[src/rtl/ram_ctrl_pkg.sv]
// Shared defaults and request type for the ram_syn initiator-side controller.
package ram_ctrl_pkg;

   localparam int DEF_ADDR_W     = 10;
   localparam int DEF_DATA_W     = 8;
   localparam int DEF_RD_LAT     = 1;
   localparam int DEF_RESP_DEPTH = 4;

   typedef struct packed {
      logic                  we;
      logic [DEF_ADDR_W-1:0] addr;
      logic [DEF_DATA_W-1:0] wdata;
   } ram_req_t;

endpackage

[src/rtl/resp_fifo.sv]
// Synchronous response FIFO holding returned read data until the host takes it.
module resp_fifo #(
   parameter int DEPTH = 4,
   parameter int W     = 8
) (
   input  logic                       clk,
   input  logic                       rst_n,
   input  logic                       push,
   input  logic [W-1:0]               wdata,
   input  logic                       pop,
   output logic [W-1:0]               rdata,
   output logic [$clog2(DEPTH):0]     count
);

   localparam int AW = $clog2(DEPTH);

   logic [W-1:0]  mem_q [DEPTH];
   logic [AW-1:0] wr_ptr_q, wr_ptr_d;
   logic [AW-1:0] rd_ptr_q, rd_ptr_d;
   logic [AW:0]   count_q, count_d;

   // DEPTH is a power of two, so the pointers wrap without extra logic.
   always_comb begin
      wr_ptr_d = wr_ptr_q;
      rd_ptr_d = rd_ptr_q;
      count_d  = count_q;
      if (push) wr_ptr_d = wr_ptr_q + 1'b1;
      if (pop)  rd_ptr_d = rd_ptr_q + 1'b1;
      if (push && !pop)      count_d = count_q + 1'b1;
      else if (!push && pop) count_d = count_q - 1'b1;
   end

   always_ff @(posedge clk or negedge rst_n) begin
      if (!rst_n) begin
         wr_ptr_q <= '0;
         rd_ptr_q <= '0;
         count_q  <= '0;
      end else begin
         wr_ptr_q <= wr_ptr_d;
         rd_ptr_q <= rd_ptr_d;
         count_q  <= count_d;
      end
   end

   always_ff @(posedge clk) begin
      if (push) mem_q[wr_ptr_q] <= wdata;
   end

   assign rdata = mem_q[rd_ptr_q];
   assign count = count_q;

endmodule

[src/rtl/ram_access_ctrl.sv]
// Issues host write/read requests to ram_syn one per cycle and returns read data in order.
module ram_access_ctrl
   import ram_ctrl_pkg::*;
#(
   parameter int ADDR_W     = DEF_ADDR_W,
   parameter int DATA_W     = DEF_DATA_W,
   parameter int RD_LAT     = DEF_RD_LAT,
   parameter int RESP_DEPTH = DEF_RESP_DEPTH
) (
   input  logic              clk,
   input  logic              rst_n,
   input  logic              req_valid,
   output logic              req_ready,
   input  logic              req_we,
   input  logic [ADDR_W-1:0] req_addr,
   input  logic [DATA_W-1:0] req_wdata,
   output logic              resp_valid,
   input  logic              resp_ready,
   output logic [DATA_W-1:0] resp_rdata,
   output logic [DATA_W-1:0] mem_din,
   output logic [ADDR_W-1:0] mem_addr,
   output logic              mem_w_en,
   input  logic [DATA_W-1:0] mem_dout
);

   localparam int CW = $clog2(RESP_DEPTH) + 1;

   // Handshakes: a transfer happens on a rising edge where valid && ready;
   // valid never waits on ready, and req_ready depends only on free credits.

   logic [CW-1:0]     credits_q, credits_d;
   logic [RD_LAT:0]   rd_pipe_q, rd_pipe_d;
   logic              mem_w_en_q, mem_w_en_d;
   logic [ADDR_W-1:0] mem_addr_q, mem_addr_d;
   logic [DATA_W-1:0] mem_din_q, mem_din_d;
   logic [CW-1:0]     fifo_count;
   logic              req_fire, rd_fire, pop, push;

   assign req_ready = (credits_q != '0);
   assign req_fire  = req_valid && req_ready;
   assign rd_fire   = req_fire && !req_we;
   assign pop       = resp_valid && resp_ready;
   assign push      = rd_pipe_q[RD_LAT];

   // A credit covers one FIFO slot from read accept until that data is popped,
   // so the FIFO can never be pushed while full.
   always_comb begin
      credits_d = credits_q;
      if (rd_fire && !pop)      credits_d = credits_q - 1'b1;
      else if (!rd_fire && pop) credits_d = credits_q + 1'b1;
   end

   always_comb begin
      rd_pipe_d[0] = rd_fire;
      for (int i = 1; i <= RD_LAT; i++) rd_pipe_d[i] = rd_pipe_q[i-1];
   end

   always_comb begin
      mem_w_en_d = 1'b0;
      mem_addr_d = mem_addr_q;
      mem_din_d  = mem_din_q;
      if (req_fire) begin
         mem_w_en_d = req_we;
         mem_addr_d = req_addr;
         mem_din_d  = req_wdata;
      end
   end

   always_ff @(posedge clk or negedge rst_n) begin
      if (!rst_n) begin
         credits_q  <= CW'(RESP_DEPTH);
         rd_pipe_q  <= '0;
         mem_w_en_q <= 1'b0;
         mem_addr_q <= '0;
         mem_din_q  <= '0;
      end else begin
         credits_q  <= credits_d;
         rd_pipe_q  <= rd_pipe_d;
         mem_w_en_q <= mem_w_en_d;
         mem_addr_q <= mem_addr_d;
         mem_din_q  <= mem_din_d;
      end
   end

   resp_fifo #(
      .DEPTH (RESP_DEPTH),
      .W     (DATA_W)
   ) u_resp_fifo (
      .clk   (clk),
      .rst_n (rst_n),
      .push  (push),
      .wdata (mem_dout),
      .pop   (pop),
      .rdata (resp_rdata),
      .count (fifo_count)
   );

   assign resp_valid = (fifo_count != '0);
   assign mem_w_en   = mem_w_en_q;
   assign mem_addr   = mem_addr_q;
   assign mem_din    = mem_din_q;

endmodule
[config.mk]
export PLATFORM = sky130hd
export DESIGN_NAME = ram_access_ctrl
export DESIGN_NICKNAME = d
export VERILOG_FILES = /design/src/rtl/ram_ctrl_pkg.sv /design/src/rtl/resp_fifo.sv /design/src/rtl/ram_access_ctrl.sv
export SDC_FILE = /design/constraint.sdc
export NUM_CORES = 1
export LEC_CHECK = 0
export BUFFER_PORTS_ARGS = -buffer_cell sky130_fd_sc_hd__buf_2
export CORE_ASPECT_RATIO = 1.4
export CORE_MARGIN = 3
export CORE_UTILIZATION = 55
export CTS_BUF_LIST = sky130_fd_sc_hd__clkbuf_4
export CTS_CLUSTER_SIZE = 10
export DETAILED_ROUTE_END_ITERATION = 7
export PLACE_DENSITY = 0.88
export SETUP_SLACK_MARGIN = 0.3
export SYNTH_ARGS = -nofsm -noshare
export SYNTH_HDL_FRONTEND = slang
export SYNTH_HIERARCHICAL = 1
export SYNTH_SLANG_ARGS = --single-unit
[constraint.sdc]
create_clock -name clk -period 3.1 [get_ports clk]
set_clock_uncertainty 0.05 [all_clocks]
set_input_delay 0.155 -clock clk [delete_from_list [all_inputs] [get_ports clk]]
set_output_delay 0.155 -clock clk [all_outputs]
set_load 0.005 [all_outputs]
---- After elaboration in Yosys (flattened, before gate mapping) ----
Memories as Yosys holds them, arrays and structs flattened.
Cells that the tools add are included.
Widths: inputs -> output; s select.
cells by class
  $add $sub $neg .......................... 6
  multiplexer cells ....................... 7
  reduce and logical (&&, ||, !) cells .... 15
operator list
  cell                 number
  $mux 3               4
  $logic_and 1x1->1    7
  $add 3x1->3 const B  2
  $reduce_bool 3->1    2
  $sub 3x1->3 const B  2
  $add 2x1->2 const B  2
  $logic_not 1->1      4
  $reduce_bool 2->1    2
  $mux 1               3
word-level totals
  output and inout port bits .............. 29
  memories kept ........................... 1
  word-level logic and storage cells ...... 37
  register bits ........................... 31
  memory bits (writable) .................. 32
memories
  name               depth  width  read ports  clocked after memory_dff  wr ports  RTL line         text
  u_resp_fifo.mem_q  4      8      1           0                         1         resp_fifo.sv:17  logic [W-1:0] mem_q [DEPTH];

---- Longest topological paths before layout ----
Gate-level depths: netlist (run 1).
  depth after elaboration ................. 7
  depth in mapped cells ................... 10

---- Cells and area by module ----
The synthesis (run 1) kept the hierarchy.
modules (own cells, without submodules)
  module           times used  area an instance (µm²)  cells each
  resp_fifo        1           1,535.2                 74
  ram_access_ctrl  1           997.2                   61

---- Worst setup path before layout (run 1) ----
OpenSTA, ideal clock, no wires.
  kind .................................... flip-flop to flip-flop
  from .................................... register credits_q[2]
  to ...................................... register credits_q[2]
  clock period less this slack ............ 2,119 ps
  setup time .............................. 75 ps
  stages on the path, launching flop included .. 11
  path buffers ............................ 1
  data arrival time ....................... 1,995 ps
  required time ........................... 2,975 ps
  path slack .............................. 981 ps
  path through ............................ dfstp_2 or3_4 nand2_8 buf_12 nor2_1 ha_1 inv_1 fa_1 xor2_1 nor2_1 xor2_1
between the ends
  cells in the longest elaborated chain, start to end .. 6
  elaborated cells on any way between the ends .. 11
  classes of those cells .................. add/sub (2); mux (2); reduce/logical (7)
ends and longest elaborated chain
  element                             RTL line               text
  from (decl)                         ram_access_ctrl.sv:31  logic [CW-1:0] credits_q, credits_d;
  from (signal assigned)              ram_access_ctrl.sv:71  credits_q <= CW'(RESP_DEPTH);
  from (signal assigned)              ram_access_ctrl.sv:77  credits_q <= credits_d;
  $reduce_bool 3->1 *                 ram_access_ctrl.sv:39  assign req_ready = (credits_q != '0);
  via req_ready                       ram_access_ctrl.sv:13  output logic req_ready,
  $logic_and 1x1->1 *                 ram_access_ctrl.sv:40  assign req_fire = req_valid && req_ready;
  $logic_and 1x1->1 *                 ram_access_ctrl.sv:41  assign rd_fire = req_fire && !req_we;
  via rd_fire                         ram_access_ctrl.sv:37  logic req_fire, rd_fire, pop, push;
  $logic_not 1->1                     ram_access_ctrl.sv:50  else if (!rd_fire && pop) credits_d = credits_q + 1'b1;
  $logic_and 1x1->1                   ram_access_ctrl.sv:50
  $reduce_bool 2->1 (no source line)  --
The timed path passes the listed nets; every way through them passes the cells marked *. The select of a mux whose other input is x is not followed.
A chain may end at the register's enable or synchronous reset.

---- Worst setup path in the final report (run 1) ----
  from .................................... register credits_q[2]
  to ...................................... register credits_q[2]
between the ends
  cells in the longest elaborated chain, start to end .. 6
  elaborated cells on any way between the ends .. 11
  classes of those cells .................. add/sub (2); mux (2); reduce/logical (7)
ends and longest elaborated chain
  element                             RTL line
  $reduce_bool 3->1 *                 ram_access_ctrl.sv:39
  $logic_and 1x1->1 *                 ram_access_ctrl.sv:40
  $logic_and 1x1->1 *                 ram_access_ctrl.sv:41
  via rd_fire                         ram_access_ctrl.sv:37
  $logic_not 1->1                     ram_access_ctrl.sv:50
  $logic_and 1x1->1                   ram_access_ctrl.sv:50
  $reduce_bool 2->1 (no source line)  --
Marks and branches as above.

==> results of run 1 <==
-- layout by cell type, fill, tap and decap left out --
master / count
and2_1: 4
and3_2: 1
buf_2: 59
bufinv_16: 1
clkbuf_4: 10
clkinv_1: 1
clkinv_2: 1
clkinv_4: 1
clkinvlp_4: 2
dfrtp_1: 30
dfstp_2: 1
dlygate4sd3_1: 28
edfxtp_1: 32
fa_1: 2
ha_1: 6
inv_1: 8
mux2_2: 10
mux2_4: 9
mux4_2: 8
nand2_1: 4
nand2_8: 1
nor2_1: 3
o21ai_0: 2
or3_1: 1
or3_4: 1
xnor2_1: 3
xor2_1: 6
-- report_power, final --
part	leakage (nW)	total, mW	internal (mW)	switching [mW]
clock network	0.0700	0.532	0.252	0.280
registers	0.717	0.879	0.879	0
logic	0.736	0.0594	0.0368	0.0226
-- worst max-delay path, stage by stage (launching register included) --
cell,delay (ps)
dfstp_2,550
or3_4,160
nand2_8,130
nor2_1,210
ha_1,230
inv_1,70
fa_1,380
xor2_1,150
nor2_1,110
xor2_1,180
-- metrics by stage --
stage | power [mW] | setup slack [ps] | std cells | hold WS (ps)
finish | 1.47 | 788 | 295 | 73.8
global route | 1.54 | 651 | 295 | 33.1
CTS | 1.49 | 840 | 295 | 28.3
detailed placement | 0.929 | 868 | 251 | 175
global placement | 0.926 | 970 | 251 | 153
floorplan | 0.898 | 981 | 135 | -191
-- sequential cells by signal, indices dropped and copies added (netlist names) --
| register | cells |
|---|---|
| mem_w_en | 1 |
| u_resp_fifo/mem_q | 32 |
| rd_pipe_q | 2 |
| mem_addr | 10 |
| u_resp_fifo/rd_ptr_q | 2 |
| mem_din | 8 |
| u_resp_fifo/wr_ptr_q | 2 |
| u_resp_fifo/count | 3 |
| credits_q | 3 |
-- timing repair --
item                                    CTS  global route
gates resized for setup                   0             0
endpoints found under the setup margin    0             0
hold endpoints to repair                 82             0
hold buffers                             28             0
-- cell type report --
class / instances / area share, %
clock buffer: 10 / 2.29
clock inverter: 6 / 1.90
inverter: 8 / 0.914
multi-input combinational: 61 / 22.2
sequential: 63 / 52.9
tap: 60 / 2.29
timing repair buffer: 87 / 17.5
-- worst paths after layout --
check	depth (start not counted)	from	endpoint
setup reg to reg	9	credits_q[2]	credits_q[2]
max in group asynchronous	2	rst_n	mem_addr[8]
min in group asynchronous	2	rst_n	mem_addr[7]
hold reg to reg	0	rd_pipe_q[0]	rd_pipe_q[1]
setup / recovery	9	credits_q[2]	credits_q[2]
hold / removal	2	req_valid	mem_w_en
-- per-layer routing --
metal  part of all wire (%)  global-route usage (%)
met4                    1.6                    8.06
met3                    5.2                    7.39
met1                     37                    21.9
met2                     56                    37.5
met5                      0                       0
-- kinds of logic (layout without fill, tap and decap cells) --
| kind of cell | after synthesis | after routing | share of synthesized area (%) |
|---|---|---|---|
| flops | 63 | 63 | 68.6 |
| mux | 27 | 27 | 16.9 |
| simple gates | 15 | 15 | 3.80 |
| buf+inv | 11 | 111 | 2.62 |
| xor+xnor | 9 | 9 | 3.11 |
| fa+ha+maj | 8 | 8 | 4.55 |
| compound gates | 2 | 2 | 0.395 |
==> flow_summary.ini, run 1 <==
[cts]
clock_tree.htree_level_count = 3
post_cts_buffers = 0
clk_latency_ps = 380
clockBufferDepth = 2
cts_tree = built
cts_sinks = 63
clkTransAtPathRegs_ps = 90
numCtsBuffers = 9
cts-root-buf = clkbuf_4

[timing]
finalCritPeriodShare_pct = 74.6
slew_violations = 0
max-slew-margin-rel_pct = 55.1
max_freq_mhz = 433
tns_ps = 0
hold_viol = 0
rsz0062_at_grt = no
worstMarginPinSlew_ps = 673
setup-violations-final = 0
finalCriticalPeriod_ps = 2310

[global_route]
grt_pass1_wl_um = 8150
grt_antenna_before_repair = 0
grt_max_degree = 32
grt_usage_pct = 20.7
grt_pass1_vias = 1652
gr-total-overflow = 0

[setup_path]
critPathMaxFanout = 19
ff2ff_setup_slack_ps = 790
required_ps = 3350
worstSetupPathType = reg -> reg
crit_arrival_ps = 2560
start_kind = flop
end_kind = flop

[drt]
postRouteAntennaNets = 0
dr.pass1.iters = 4
drc = 0
post_drt_via_cell_ratio = 4.89
routedWlPerCell_um = 16.7
routed_wl_um = 4930
vias = 1442
drt_iter0_markers = 37

[synthesis]
syn_nets = 174
netlist_instances = 135
synth_warnings = 6
yosysTopAreaCell = edfxtp_1
async_flop_share_pct = 49.2
synth_top_area_share_pct = 37.9
yosysSeqAreaShare_pct = 68.6
avgSynthCellArea_sq_um = 18.8
synth.ff_latch_count = 63
synthFlopType = edfxtp_1
syn-cell-area_sq_mm = 0.00253
ys_types = 22
synth_edf_count = 32
synth_most_common_cell = edfxtp_1
netlist_top_cells_count = 32 x edfxtp_1, 30 x dfrtp_1, 10 x mux2_2
synth.area.top_cells = edfxtp_1 38%, dfrtp_1 30%, mux4_2 7.1%, mux2_4 5.3%, mux2_2 4.4%

[pwr]
p_per_area_mw_per_mm2 = 448
vdd_ir_drop_max_v = 0.000323
leakagePower_nw = 1.52

[min_path]
worstHoldPathType = in -> reg

[floorplanning]
num_io_pins = 60
initial_core_util_pct = 58.3
fp.dieW_um = 63.4
die_y_um = 86.3
row_count = 28
core_sq_mm = 0.00434
die_area_sq_mm = 0.00547

[finish]
finalInstanceArea_sq_mm = 0.00328
diodes = 0
finalNetCount = 269
multi_input_area_sq_um = 728
drive_gt1_share_pct = 44.7
register_area_sq_mm = 0.00174
final_util_pct = 75.6
area_delta_synth_final_pct = 29.7
num-fill-cells = 277

[run_status]
outcome = complete, no violations

[place]
place.detailed.hpwl_um = 3180
placed_area_sq_mm = 0.00287
port_buffers = 59
gp_congestion = 0.756

[job]
cap_viol_max_count = 0
No activity file was read; power rests on OpenSTA's default activity.
==> run 2: changes to the inputs <==
--- a/config.mk
+++ b/config.mk
@@ -8,11 +8,11 @@
 export BUFFER_PORTS_ARGS = -buffer_cell sky130_fd_sc_hd__buf_2
 export CORE_ASPECT_RATIO = 1.4
 export CORE_MARGIN = 3
-export CORE_UTILIZATION = 55
+export CORE_UTILIZATION = 50
 export CTS_BUF_LIST = sky130_fd_sc_hd__clkbuf_4
 export CTS_CLUSTER_SIZE = 10
 export DETAILED_ROUTE_END_ITERATION = 7
-export PLACE_DENSITY = 0.88
+export PLACE_DENSITY = 0.84
 export SETUP_SLACK_MARGIN = 0.3
 export SYNTH_ARGS = -nofsm -noshare
 export SYNTH_HDL_FRONTEND = slang
==> constraint.sdc (replaced) <==
create_clock -name clk -period 1.9 [get_ports clk]
set_clock_uncertainty 0.05 [all_clocks]
set_input_delay 0.095 -clock clk [delete_from_list [all_inputs] [get_ports clk]]
set_output_delay 0.095 -clock clk [all_outputs]
set_load 0.005 [all_outputs]
==> flow_summary.ini, run 2 (synthesized netlist as in run 1, its figures left out) <==
[floorplanning]
row_count = 30
core_sq_mm = 0.00488
num_io_pins = 60
die_y_um = 90.2
fp.dieW_um = 66.1
initial_core_util_pct = 51.9
die_area_sq_mm = 0.00597

[timing]
setup_ws_ps = -156
tns_ps = -343
max_freq_mhz = 486
finalCriticalPeriod_ps = 2060
hold_viol = 0
slew_violations = 0
worstMarginPinSlew_ps = 693
finalCritPeriodShare_pct = 108
rsz0062_at_grt = yes
setup-violations-final = 3
max-slew-margin-rel_pct = 53.8

[cts]
numCtsBuffers = 9
clock_tree.htree_level_count = 3
clockBufferDepth = 2
clkTransAtPathRegs_ps = 110
cts-root-buf = clkbuf_4
clk_latency_ps = 410
cts_tree = built
cts_sinks = 63

[min_path]
worstHoldPathType = in -> reg
min_path_cells = 6

[setup_path]
crit_path_max_incr_delay_ps = 410
reg2reg_depth = 10
required_ps = 2190
slowest_stage = or3_4
end_kind = flop
worstSetupPathType = reg -> reg
start_kind = flop
crit_arrival_ps = 2350
critPathMaxFanout = 2
path_depth = 10
cp_cell_sequence = or3_4, nand2_4, inv_4, inv_4, ha_4, inv_2, fa_2, xor2_1, nor2_1, xor2_1
critPathTopFamily = simple AND/OR/NAND/NOR gates
cp.buffers_inverters = 3

[pwr]
p_per_area_mw_per_mm2 = 677
total_power_mw = 2.43
leakagePower_nw = 1.69
vdd_ir_drop_max_v = 0.000468

[place]
dpl.cell_count = 265
place.detailed.hpwl_um = 3330
dp_slack_ps = -136
gp_congestion = 0.718
placed_area_sq_mm = 0.00301
port_buffers = 59

[finish]
area_delta_synth_final_pct = 41.9
top_register = u_resp_fifo/mem_q
drive_gt1_share_pct = 53.3
finalInstanceArea_sq_mm = 0.00359
register_area_sq_mm = 0.00174
diodes = 0
multi_input_area_sq_um = 782
layout.cells.non_filler = 321
final_cell_mix = 56 x buf_2, 32 x edfxtp_1, 30 x dfrtp_1
num-fill-cells = 303
finalNetCount = 291
final_common_cell = buf_2
largest_reg_flops = 32

[drt]
vias = 1564
drt_iter0_markers = 58
post_drt_via_cell_ratio = 4.87
routedWlPerCell_um = 16.7
drc = 0
routed_wl_um = 5360
postRouteAntennaNets = 0
dr.pass1.iters = 4

[global_route]
grt_antenna_before_repair = 0
grt_pass1_vias = 1727
grt_pass1_wl_um = 8510
grt_max_degree = 32
gr-total-overflow = 0
grt_usage_pct = 19.8

[job]
cap_viol_max_count = 0

[run_status]
violations = negative setup slack
outcome = finished, violations left
-- run 2: changes by cell type in the layout (fill, tap and decap cells not counted), moves of 3 or more --
| cell | before | now |
|---|---|---|
| buf_2 | 59 | 56 |
| buf_4 | 0 | 16 |
| buf_6 | 0 | 4 |
| inv_1 | 8 | 4 |
-- run 2: per-stage QoR --
step	utilization [%]	hold WS, ps
floorplan	-	-251
global placement	61.7	116
detailed placement	61.7	124
CTS	72.1	34.4
global route	73.6	151
finish	73.6	133
-- run 2: worst register-to-register path: stages (launching register included) --
cell	delay, ps
dfrtp_1	390
or3_4	410
nand2_4	100
inv_4	40
inv_4	50
ha_4	130
inv_2	30
fa_2	330
xor2_1	140
nor2_1	150
xor2_1	170
-- run 2: timing repair --
action / in CTS / in global routing
hold buffers: 29 / 0
hold endpoints to repair: 82 / 0
setup buffers: 3 / 7
gates resized for setup: 5 / 7
endpoints found under the setup margin: 31 / 33
pin swaps: 8 / 9
cloned: 1 / 0
-- run 2: cell type report --
| type | instances | share of cell area, % |
|---|---|---|
| clock inverters | 7 | 2.02 |
| inverters | 8 | 0.975 |
| repair buffers | 109 | 22.8 |
| well taps | 64 | 2.23 |
| multi-input cells | 61 | 21.8 |
| clock buffers | 9 | 1.88 |
| flip-flops and latches | 63 | 48.4 |
-- run 2: final timing paths --
| kind | start | slack (ps) | end |
|---|---|---|---|
| worst max-delay path | u_resp_fifo/count[2] | -160 | u_resp_fifo/count[2] |
| worst min-delay path | resp_ready | 130 | u_resp_fifo/rd_ptr_q[0] |
| worst max register to register | u_resp_fifo/count[2] | -160 | u_resp_fifo/count[2] |
| worst min register to register | rd_pipe_q[0] | 320 | rd_pipe_q[1] |
| max in group asynchronous | rst_n | 1140 | mem_din[5] |
| min in group asynchronous | rst_n | 200 | mem_din[0] |
-- run 2: power by group --
part	total, mW	internal [mW]	leakage (nW)	switching [mW]
clock network	0.898	0.402	0.0739	0.495
registers	1.43	1.43	0.717	0
logic	0.0997	0.0614	0.895	0.0383
total	2.43	1.90	1.69	0.533
-- run 2: per-layer routing --
layer | vias up | part of all wire [%] | GRT usage (%)
met3 | 11 | 5.7 | 5.50
met4 | 0 | 2.3 | 9.15
met1 | 768 | 36 | 21.1
met2 | 60 | 56 | 35.0
met5 | - | 0 | 0
li1 | 725 | - | -
